### src/rtl/cu_edge_data_write_arbiter.sv
// cu_edge_data_write_arbiter
// Round-robin arbiter that shares one edge-data write path among NUM_REQ
// sum-kernel requesters. A registered one-hot grant lets a kernel pop its
// write FIFO. The popped beat returns some cycles later and is merged onto
// one registered output toward the CU write-command buffer. An in-flight
// credit counter covers the lag between grant and returned data, so new
// grants stop before the downstream buffer can be overrun.
//
// Optional build macro: CU_WRITE_ARB_STATS_EN adds per-requester grant
// counters (grant_count_out) and a stall-cycle counter (stall_cycles_out).
// Both are 32 bits wide and saturate at all-ones.
//
// State table:
//   DISABLED | no grants, returned beats dropped; leaves when registered enable is 1
//   ARB      | one grant may be issued per cycle
//   STALL    | downstream almost full or credits exhausted; no grants
//   DRAIN    | enable dropped; no grants, beats still merged until inflight is 0

module cu_edge_data_write_arbiter #(
    parameter int NUM_REQ      = 4,
    parameter int DATA_W       = 64,
    parameter int MAX_INFLIGHT = 4
) (
    input  logic                      clock,
    input  logic                      rstn,
    input  logic                      enabled_in,
    input  logic [NUM_REQ-1:0]        req_in,
    output logic [NUM_REQ-1:0]        grant_out,
    input  logic [NUM_REQ-1:0]        data_valid_in,
    input  logic [NUM_REQ*DATA_W-1:0] data_payload_in,
    input  logic                      downstream_alfull,
    output logic                      data_valid_out,
    output logic [DATA_W-1:0]         data_payload_out,
    output logic [3:0]                inflight_out,
    output logic                      error_out
`ifdef CU_WRITE_ARB_STATS_EN
    ,
    output logic [NUM_REQ*32-1:0]     grant_count_out,
    output logic [31:0]               stall_cycles_out
`endif
);

    localparam int PTR_W = (NUM_REQ > 1) ? $clog2(NUM_REQ) : 1;

    typedef enum logic [1:0] {
        S_DISABLED = 2'd0,
        S_ARB      = 2'd1,
        S_STALL    = 2'd2,
        S_DRAIN    = 2'd3
    } state_t;

    state_t              state_q;
    logic                en_q;
    logic [PTR_W-1:0]    ptr_q;
    logic [NUM_REQ-1:0]  grant_q;
    logic                data_valid_q;
    logic [DATA_W-1:0]   payload_q;
    logic [3:0]          inflight_q;
    logic                error_q;

    logic                beat_any;
    logic                beat_multi;
    logic                beat_underflow;
    logic [PTR_W-1:0]    beat_idx;
    logic [DATA_W-1:0]   beat_payload;
    logic [3:0]          inflight_d;
    logic                credit_ok;
    logic                req_found;
    logic [PTR_W-1:0]    win_idx;
    logic [PTR_W-1:0]    ptr_d;
    logic                may_grant;
    logic [NUM_REQ-1:0]  grant_d;
    int                  scan_idx;

    // Decode the returned beats: accept only outside DISABLED, forward the lowest index.
    always_comb begin
        beat_any       = (state_q != S_DISABLED) && (data_valid_in != '0);
        beat_multi     = beat_any &&
                         ((data_valid_in & (data_valid_in - NUM_REQ'(1))) != '0);
        beat_idx       = '0;
        for (int i = NUM_REQ - 1; i >= 0; i--) begin
            if (data_valid_in[i]) begin
                beat_idx = PTR_W'(i);
            end
        end
        beat_payload   = data_payload_in[int'(beat_idx)*DATA_W +: DATA_W];
        beat_underflow = beat_any && (inflight_q == 4'd0);
    end

    // Credit arithmetic: the visible grant adds one, an accepted beat removes one.
    // The gate uses the next counter value because the grant issued at this
    // edge is only counted one cycle later.
    always_comb begin
        inflight_d = inflight_q + 4'(grant_q != '0) - 4'(beat_any && !beat_underflow);
        credit_ok  = inflight_d < 4'(MAX_INFLIGHT);
    end

    // Round-robin search starting at the pointer, wrapping modulo NUM_REQ.
    always_comb begin
        req_found = 1'b0;
        win_idx   = '0;
        scan_idx  = 0;
        for (int k = 0; k < NUM_REQ; k++) begin
            scan_idx = int'(ptr_q) + k;
            if (scan_idx >= NUM_REQ) begin
                scan_idx = scan_idx - NUM_REQ;
            end
            if (!req_found && req_in[scan_idx]) begin
                req_found = 1'b1;
                win_idx   = PTR_W'(scan_idx);
            end
        end
        ptr_d = (win_idx == PTR_W'(NUM_REQ - 1)) ? '0 : win_idx + PTR_W'(1);
    end

    // A grant leaves only when granting is allowed this cycle; STALL may hand
    // over directly so the grant appears one cycle after the blocking cause clears.
    always_comb begin
        may_grant = ((state_q == S_ARB) || (state_q == S_STALL)) && en_q &&
                    !downstream_alfull && credit_ok;
        grant_d   = (may_grant && req_found) ? (NUM_REQ'(1) << win_idx) : '0;
    end

    // FSM with registered grant, merge output, credit counter and sticky error.
    always_ff @(posedge clock or negedge rstn) begin
        if (!rstn) begin
            state_q      <= S_DISABLED;
            en_q         <= 1'b0;
            ptr_q        <= '0;
            grant_q      <= '0;
            data_valid_q <= 1'b0;
            payload_q    <= '0;
            inflight_q   <= 4'd0;
            error_q      <= 1'b0;
        end else begin
            en_q         <= enabled_in;
            grant_q      <= grant_d;
            if (grant_d != '0) begin
                ptr_q <= ptr_d;
            end
            inflight_q   <= inflight_d;
            error_q      <= error_q | beat_multi | beat_underflow;
            data_valid_q <= beat_any;
            if (beat_any) begin
                payload_q <= beat_payload;
            end
            case (state_q)
                S_DISABLED: begin
                    if (en_q) begin
                        state_q <= S_ARB;
                    end
                end
                S_ARB, S_STALL: begin
                    if (!en_q) begin
                        state_q <= S_DRAIN;
                    end else if (downstream_alfull || !credit_ok) begin
                        state_q <= S_STALL;
                    end else begin
                        state_q <= S_ARB;
                    end
                end
                S_DRAIN: begin
                    if (inflight_d == 4'd0) begin
                        state_q <= S_DISABLED;
                    end
                end
                default: state_q <= S_DISABLED;
            endcase
        end
    end

    assign grant_out        = grant_q;
    assign data_valid_out   = data_valid_q;
    assign data_payload_out = payload_q;
    assign inflight_out     = inflight_q;
    assign error_out        = error_q;

`ifdef CU_WRITE_ARB_STATS_EN
    logic [31:0] grant_cnt_q [NUM_REQ];
    logic [31:0] stall_cnt_q;

    // Saturating usage counters: grants per requester and cycles spent in STALL.
    always_ff @(posedge clock or negedge rstn) begin
        if (!rstn) begin
            for (int i = 0; i < NUM_REQ; i++) begin
                grant_cnt_q[i] <= '0;
            end
            stall_cnt_q <= '0;
        end else begin
            for (int i = 0; i < NUM_REQ; i++) begin
                if (grant_q[i] && (grant_cnt_q[i] != '1)) begin
                    grant_cnt_q[i] <= grant_cnt_q[i] + 32'd1;
                end
            end
            if ((state_q == S_STALL) && (stall_cnt_q != '1)) begin
                stall_cnt_q <= stall_cnt_q + 32'd1;
            end
        end
    end

    for (genvar g = 0; g < NUM_REQ; g++) begin : g_cnt_out
        assign grant_count_out[g*32 +: 32] = grant_cnt_q[g];
    end
    assign stall_cycles_out = stall_cnt_q;
`endif

endmodule

### config.mk
export PLATFORM = sky130hd
export DESIGN_NAME = cu_edge_data_write_arbiter
export DESIGN_NICKNAME = d
export VERILOG_FILES = /design/src/rtl/cu_edge_data_write_arbiter.sv
export SDC_FILE = /design/constraint.sdc
export NUM_CORES = 1
export LEC_CHECK = 0
export BUFFER_PORTS_ARGS = -buffer_cell sky130_fd_sc_hd__buf_2
export CORE_AREA = 2 2 134 136
export DETAILED_ROUTE_END_ITERATION = 12
export DIE_AREA = 0 0 136 138
export PLACE_DENSITY = 0.68
export SLEW_MARGIN = 10
export SYNTH_ARGS = -nofsm -noshare
export SYNTH_HDL_FRONTEND = slang
export SYNTH_SLANG_ARGS = --single-unit
### constraint.sdc
create_clock -name clock -period 4.8 [get_ports clock]
set_clock_uncertainty 0.05 [all_clocks]
set_input_delay 0.24 -clock clock [delete_from_list [all_inputs] [get_ports clock]]
set_output_delay 0.24 -clock clock [all_outputs]
set_load 0.01 [all_outputs]
==> results of run 1 <==
-- synth_stat cells --
library cell  count  area share (%)
mux2i_1         129              27
clkbuf_1         19             1.5
o211ai_2          1            0.26
dfrtp_1          79              41
a2111oi_2         1            0.31
o22a_1            1            0.18
o21a_1            1            0.16
a41oi_1           1            0.18
a21o_1            3            0.47
or4_2             1            0.18
buf_2            13             1.3
mux2_2            4            0.93
o21bai_1          1            0.16
nand3b_1          1            0.16
nor2_1           11            0.85
nand2_1          69             5.4
buf_1             2            0.16
o31ai_1           1            0.16
or3b_2            1            0.18
xnor2_1           2            0.36
nand2b_1          1            0.13
nor4_1            1            0.13
a41oi_2           1            0.34
and3_1            1            0.13
o211ai_1          1            0.16
nor2b_1           2            0.26
or2_2             1            0.13
ha_1             11             2.8
o21ai_0           3            0.31
a311oi_1          1            0.18
a21oi_1           8            0.83
inv_1            18             1.4
nand4b_1          1            0.18
o221ai_1         64              12
nor3_1            1            0.10
fa_1              1            0.41
and2b_1           1            0.16
nand3_1           1            0.10
a211oi_1          1            0.16
-- critical path: stages, from the launching register on --
cell and delay, ps:
dfrtp_1 370, inv_1 50, ha_1 230, a21o_2 210
a21oi_1 130, ha_1 240, inv_1 50, ha_1 180
inv_1 60, fa_1 370, xnor2_1 230, a2111oi_2 450
o211ai_2 190, a41oi_2 230, mux2_2 360
-- state kept, by name (all words and copies together) (netlist names) --
signal	count
ptr_q	2
data_payload_out	64
error_out	1
grant_out	4
state_q	2
en_q	1
inflight_out	4
data_valid_out	1
-- kinds of logic after synthesis --
| kind of cell | after synthesis |
|---|---|
| AO/OA/AOI/OAI | 89 |
| XOR/XNOR | 2 |
| adder cells (fa/ha/maj) | 12 |
| buffers and inverters | 52 |
| flip-flops | 79 |
| multiplexers | 133 |
| AND/OR/NAND/NOR | 93 |
-- worst paths after layout --
path | startpoint | to | slack (ps) | cells past startpoint
max | state_q[0] | ptr_q[1] | 1290 | 14
min | rstn | data_payload_out[41] | 20 | 1
max reg2reg | state_q[0] | ptr_q[1] | 1290 | 14
min reg2reg | error_out | error_out | 400 | 1
max in group asynchronous | rstn | data_payload_out[21] | 4000 | 1
min in group clock | data_payload_in[226] | data_payload_out[34] | 170 | 3
-- metrics by stage --
step | std cells | power, mW | util [%]
finish | 1018 | 3.431 | 40.37
CTS | 1018 | 3.489 | 40.37
global placement | 1001 | 2.701 | 38.50
detailed placement | 1001 | 2.733 | 38.50
global route | 1018 | 3.696 | 40.37
floorplan | 460 | 2.076 | -
-- per-layer routing --
metal  track usage [%]  vias up  share of wire, %
li1                  -     2378                 -
met1             18.39     2263                39
met2             29.89      225                51
met3             3.740       16               8.3
met4             5.208        2               1.5
met5                 0        -             0.050
-- what timing repair did --
item / 4_1_cts / 5_1_grt
hold buffers: 1 / 0
hold endpoints to repair: 1 / 0
setup buffers: 0 / 0
-- area by class of cell --
type / instances / area (µm²)
inverters: 18 / 67.56
repair buffers: 347 / 1769
clock buffers: 11 / 252.7
well taps: 229 / 286.5
clock inverters: 5 / 63.81
multi-input cells: 329 / 2661
flip-flops and latches: 79 / 1977
fillers: 1736 / 10460
-- where the power goes --
part	switching, mW	internal [mW]	leakage, nW	total, mW
logic	0.922	0.681	2.86	1.60
clock network	0.288	0.436	0.153	0.724
registers	0.154	0.950	0.952	1.10
total	1.36	2.07	3.96	3.43
==> metrics.txt, run 1 <==
status=finished, final reports clean; final hold vios=0; Cell Pwr Density=484.7 mW/mm²; clock transition at the registers of the reported paths=70 ps; DR WL/cell=15.57 µm; nets@finish=1,064; CTS Buf Count=9; largest family of logic cells by synthesized area=multiplexers; worst skew pair latency=340 ps; RSZ-0062 raised after global routing=no; dpl ws=1282 ps; Mapped Avg Cell Area=10.51 µm²; Design Area, Final=0.007078 mm²; vias in the first global route=4,740; gr ovfl total=0; area of placed instances=0.006751 mm²; CTS tree=done; synthesized cell area=0.004835 mm²; DRC Markers=0; Peak supply drop=0.2595 mV; detailed-router iteration count before antenna repair=4; Detail Placement HPWL=11,860 µm; final period utilization=73.21%; Critical Path AT=3690 ps; Post-Synthesis Cells=460; vias per inst=4.798; post-synthesis xor/xnor area fraction=0.3623%; Syn Nets=740; post-synthesis simple-gate area fraction=8.049%; FMAX=284.6 MHz; die height=138 µm; Distinct cells, synth=39; Final TNS setup=0 ps; Hold Crit Class=in -> async; die area=0.01877 mm²; Max clock buf depth=2; num ports=342; commonest non-fill, non-tap cell in the layout=buf_2; Adder-Cell Fraction of Synth Area=3.261%; CP startpoint kind=flop; final setup vio count=0; crit path time final=3514 ps; final setup margin=1286 ps; Critical Path RT=4980 ps; FP Rows=49; fin. max-slew vios=0; first-pass GRT wire length=24,040 µm; vias=4,884; PortBufs=341; max_slew headroom=31.63%; Yosys reg bits=79; clk root buf=clkbuf_16; sequential element share of the synthesized area=40.89%; CP endpoint kind=flop; Compound-Gate Fraction of Synth Area=15.42%; Crit Path Class=reg -> reg; Max-cap violations=0; commonest non-fill, non-tap cells in the layout=buf_2 (340), mux2i_1 (129), dfrtp_1 (79); gpl congestion=0.7859; initial antenna violation count=1; ant diodes=0; crit path max fanout=5; Die Wd=136 µm; initial core utilization=27.57%; Leak=3.962 nW; overall global routing resource usage=16.28%; post-detailed-route count of antenna-violating nets=0; core area=0.01753 mm²; CTS HTree Levels=3; Layout area overhead=46.40%; mux share of post-synthesis cell area=27.64%; clock net sink count=79; total number of yosys warnings=0; initial DRC count=141; DRT Wirelength=15,850 µm; worst slew pin tran=1026 ps; pin count of the biggest net entering global routing=80; worst hold slack=21.90 ps; Resized Gates After CTS=0; share of cells above drive strength 1=47.53%
No activity file was read; power rests on OpenSTA's default activity.
==> inputs of run 2 (changes only) <==
--- a/config.mk
+++ b/config.mk
@@ -5,11 +5,12 @@
 export SDC_FILE = /design/constraint.sdc
 export NUM_CORES = 1
 export LEC_CHECK = 0
+export ABC_AREA = 1
 export BUFFER_PORTS_ARGS = -buffer_cell sky130_fd_sc_hd__buf_2
-export CORE_AREA = 2 2 134 136
+export CORE_MARGIN = 2
+export CORE_UTILIZATION = 30
 export DETAILED_ROUTE_END_ITERATION = 12
-export DIE_AREA = 0 0 136 138
-export PLACE_DENSITY = 0.68
+export PLACE_DENSITY = 0.7
 export SLEW_MARGIN = 10
 export SYNTH_ARGS = -nofsm -noshare
 export SYNTH_HDL_FRONTEND = slang
==> constraint.sdc (replaced) <==
create_clock -name clock -period 3.5 [get_ports clock]
set_clock_uncertainty 0.05 [all_clocks]
set_input_delay 0.175 -clock clock [delete_from_list [all_inputs] [get_ports clock]]
set_output_delay 0.175 -clock clock [all_outputs]
set_load 0.01 [all_outputs]
==> run 2 against run 1 <==
Compared with the run above: the run now ends with negative hold slack left; count of clock-buffer cells in the layout unchanged; critical path depth up 2; power up 44%; worst hold slack worse by 62 ps; sequential power up 45%; wire length up 18%.
==> metrics.txt, run 2 <==
status=complete, but fails checks; failing checks=negative hold slack; final period utilization=85.60% (+12 points); Layout area overhead=39.53%; Synth Flop Type=dfrtp_1; final hold vios=49 (+49); DR WL/cell=14.17 µm (-9.0%); nets@finish=1,374 (+29%); largest family of logic cells by synthesized area=simple AND/OR/NAND/NOR gates; CTS tree=done; worst skew pair latency=340 ps (about the same); vias per inst=4.775 (-0.47%); Max clock buf depth=2 (unchanged); final setup vio count=0 (unchanged); fin. max-slew vios=0 (unchanged); max_slew headroom=30.81% (-0.82 points); num ports=342 (unchanged); Finished Layout Cells=1,324 (+30%); gpl congestion=0.8505 (+8.2%); initial antenna violation count=1 (unchanged); FMAX=333.8 MHz (+17%); Critical Path RT=3720 ps (-1260 ps); Crit Path Class=reg -> reg; crit path max fanout=3 (-2); Adder-Cell Fraction of Synth Area=2.999% (-0.26 points); initial core utilization=30.50% (+2.9 points); Critical Path AT=3220 ps (-470 ps); Design Area, Final=0.007336 mm² (+3.6%); CTS Buf Count=9 (unchanged); EDFF count, synth=0 (unchanged); Distinct cells, synth=31 (-21%); Post-Synthesis Cells=787 (+71%); Peak supply drop=0.3593 mV (+38%); Syn Nets=1,067 (+44%); PortBufs=341 (unchanged); post-layout util=42.56% (+2.2 points); clock transition at the registers of the reported paths=60 ps (about the same); Largest register FFs=64 (unchanged); Leak=3.689 nW (-6.9%); gr ovfl total=0 (unchanged); initial DRC count=385 (+170%); count leader, synth=nor2_1; Layout fillers=1,820 (+4.8%); vias in the first global route=5,787 (+22%); Compound-Gate Fraction of Synth Area=21.47% (+6.0 points); synthesized cell area=0.005258 mm² (+8.7%); CTS HTree Levels=3 (unchanged); DRT Wirelength=18,760 µm (+18%); area of placed instances=0.007049 mm² (+4.4%); RSZ-0062 raised after global routing=no; Mapped Avg Cell Area=6.680 µm² (-36%); die height=136.4 µm (-1.2%); mux share of post-synthesis cell area=0% (-28 points); crit path time final=2996 ps (-517.9 ps); total number of yosys warnings=0 (unchanged); Die Wd=136.4 µm (+0.28%); Detail Placement HPWL=13,900 µm (+17%); sequential element share of the synthesized area=37.60% (-3.3 points); die area=0.01860 mm² (-0.90%); Synth top area share=37.60% (-3.3 points); Cells after DPL=1,307 (+31%); Yosys reg bits=79 (unchanged); Post-CTS Setup Bufs=0 (unchanged); FP Rows=48 (-2.0%); Max-cap violations=0 (unchanged); vias=6,322 (+29%); share of cells above drive strength 1=34.67% (-13 points); overall global routing resource usage=19.36% (+3.1 points); ranking of synthesized cells by area=dfrtp_1 (38%), nor2_1 (24%), o21ai_0 (8.2%), a31oi_1 (7.7%), o21ai_1 (4.6%); DRC Markers=0 (unchanged); worst slew pin tran=1038 ps (+12.36 ps); clk root buf=clkbuf_16; post-detailed-route count of antenna-violating nets=0 (unchanged); detailed-router iteration count before antenna repair=5 (+1); core area=0.01724 mm² (-1.7%); Final TNS setup=0 ps (unchanged); commonest non-fill, non-tap cell in the layout=buf_2; area leader, netlist=dfrtp_1; commonest non-fill, non-tap cells in the layout=buf_2 (340), nor2_1 (329), o21ai_0 (86); post-synthesis simple-gate area fraction=29.65% (+22 points); post-synthesis xor/xnor area fraction=0.1666% (-0.20 points); ant diodes=0 (unchanged); clock net sink count=79 (unchanged); most frequent cells after synthesis=nor2_1 (330), o21ai_0 (86), dfrtp_1 (79); Cell Pwr Density=673.9 mW/mm² (+39%); pin count of the biggest net entering global routing=84 (+5.0%); Async S/R FF share, synth=100.0% (unchanged); Hold Crit Class=in -> async; CP startpoint kind=flop; CP endpoint kind=flop; first-pass GRT wire length=28,300 µm (+18%); worst hold slack=-40.40 ps (-62.29 ps)
[run 2: cell types whose count changed after synthesis, sizes merged, moves of 15 or more]
cell / previous run / this run
buf: 15 / 37
o21ai: 3 / 134
nand2: 69 / 49
a31oi: 0 / 65
o221ai: 64 / 0
mux2i: 129 / 0
nor2: 11 / 331
inv: 18 / 33
[run 2: metal layers]
layer | GRT usage (%) | routed length (µm)
met1 | 22.72 | 7633
met2 | 34.14 | 9218
met3 | 5.369 | 1591
met4 | 6.076 | 305
met5 | 0 | 13
[run 2: area by class of cell]
cell class                 count  area [µm²]  area share [%]
timing repair buffer         352        1794           24.46
multi-input combinational    619        2878           39.23
sequential                    79        1977           26.95
tap                          225       281.5           3.838
clock buffer                  11       242.7           3.309
clock inverter                 5       33.78          0.4605
inverter                      33       128.9           1.757
[run 2: metrics by stage]
stage	total power, mW	setup WS [ps]
final	4.944	503.9
after global routing	5.393	250.6
after CTS	5.008	529.9
after detailed placement	4.096	573.4
after global placement	4.050	650.7
after floorplan	3.157	797.5
[run 2: cells by family after synthesis]
kind of cell | Yosys count
DFF | 79
and+or+nand+nor | 400
adders and majority gates | 12
AOI/OAI and AO/OA | 206
xor gates and xnor gates | 1
buffers and inverters | 89
[run 2: worst paths after layout]
check	from	to	slack [ps]	depth (start not counted)
worst max-delay path	inflight_out[2]	ptr_q[0]	500	16
worst min-delay path	rstn	data_payload_out[3]	-40	1
worst max register to register	inflight_out[2]	ptr_q[0]	500	16
worst min register to register	state_q[0]	state_q[0]	480	2
max in group asynchronous	rstn	data_payload_out[48]	2760	1
min in group clock	data_payload_in[86]	data_payload_out[22]	80	3
[run 2: repair_timing]
action | in CTS | in global routing
gates resized for setup | 0 | 0
hold buffers | 1 | 0
hold endpoints to repair | 1 | 0
[run 2: critical path: stages, from the launching register on]
cell	delay [ps]
dfrtp_1	380
inv_1	80
ha_1	150
nor3b_1	240
nor2_1	80
ha_1	290
inv_1	50
ha_1	150
inv_1	50
fa_1	370
xor2_1	250
nand3_1	140
nor2_1	230
o211ai_1	180
nand2_1	130
nand2_1	60
nand2_1	60
[run 2: power by group]
part | switching, mW | leakage, nW | internal (mW) | total (mW)
sequential | 0.240 | 0.904 | 1.35 | 1.59
clock | 0.388 | 0.132 | 0.499 | 0.887
combinational | 1.50 | 2.65 | 0.965 | 2.46
total | 2.13 | 3.69 | 2.82 | 4.94
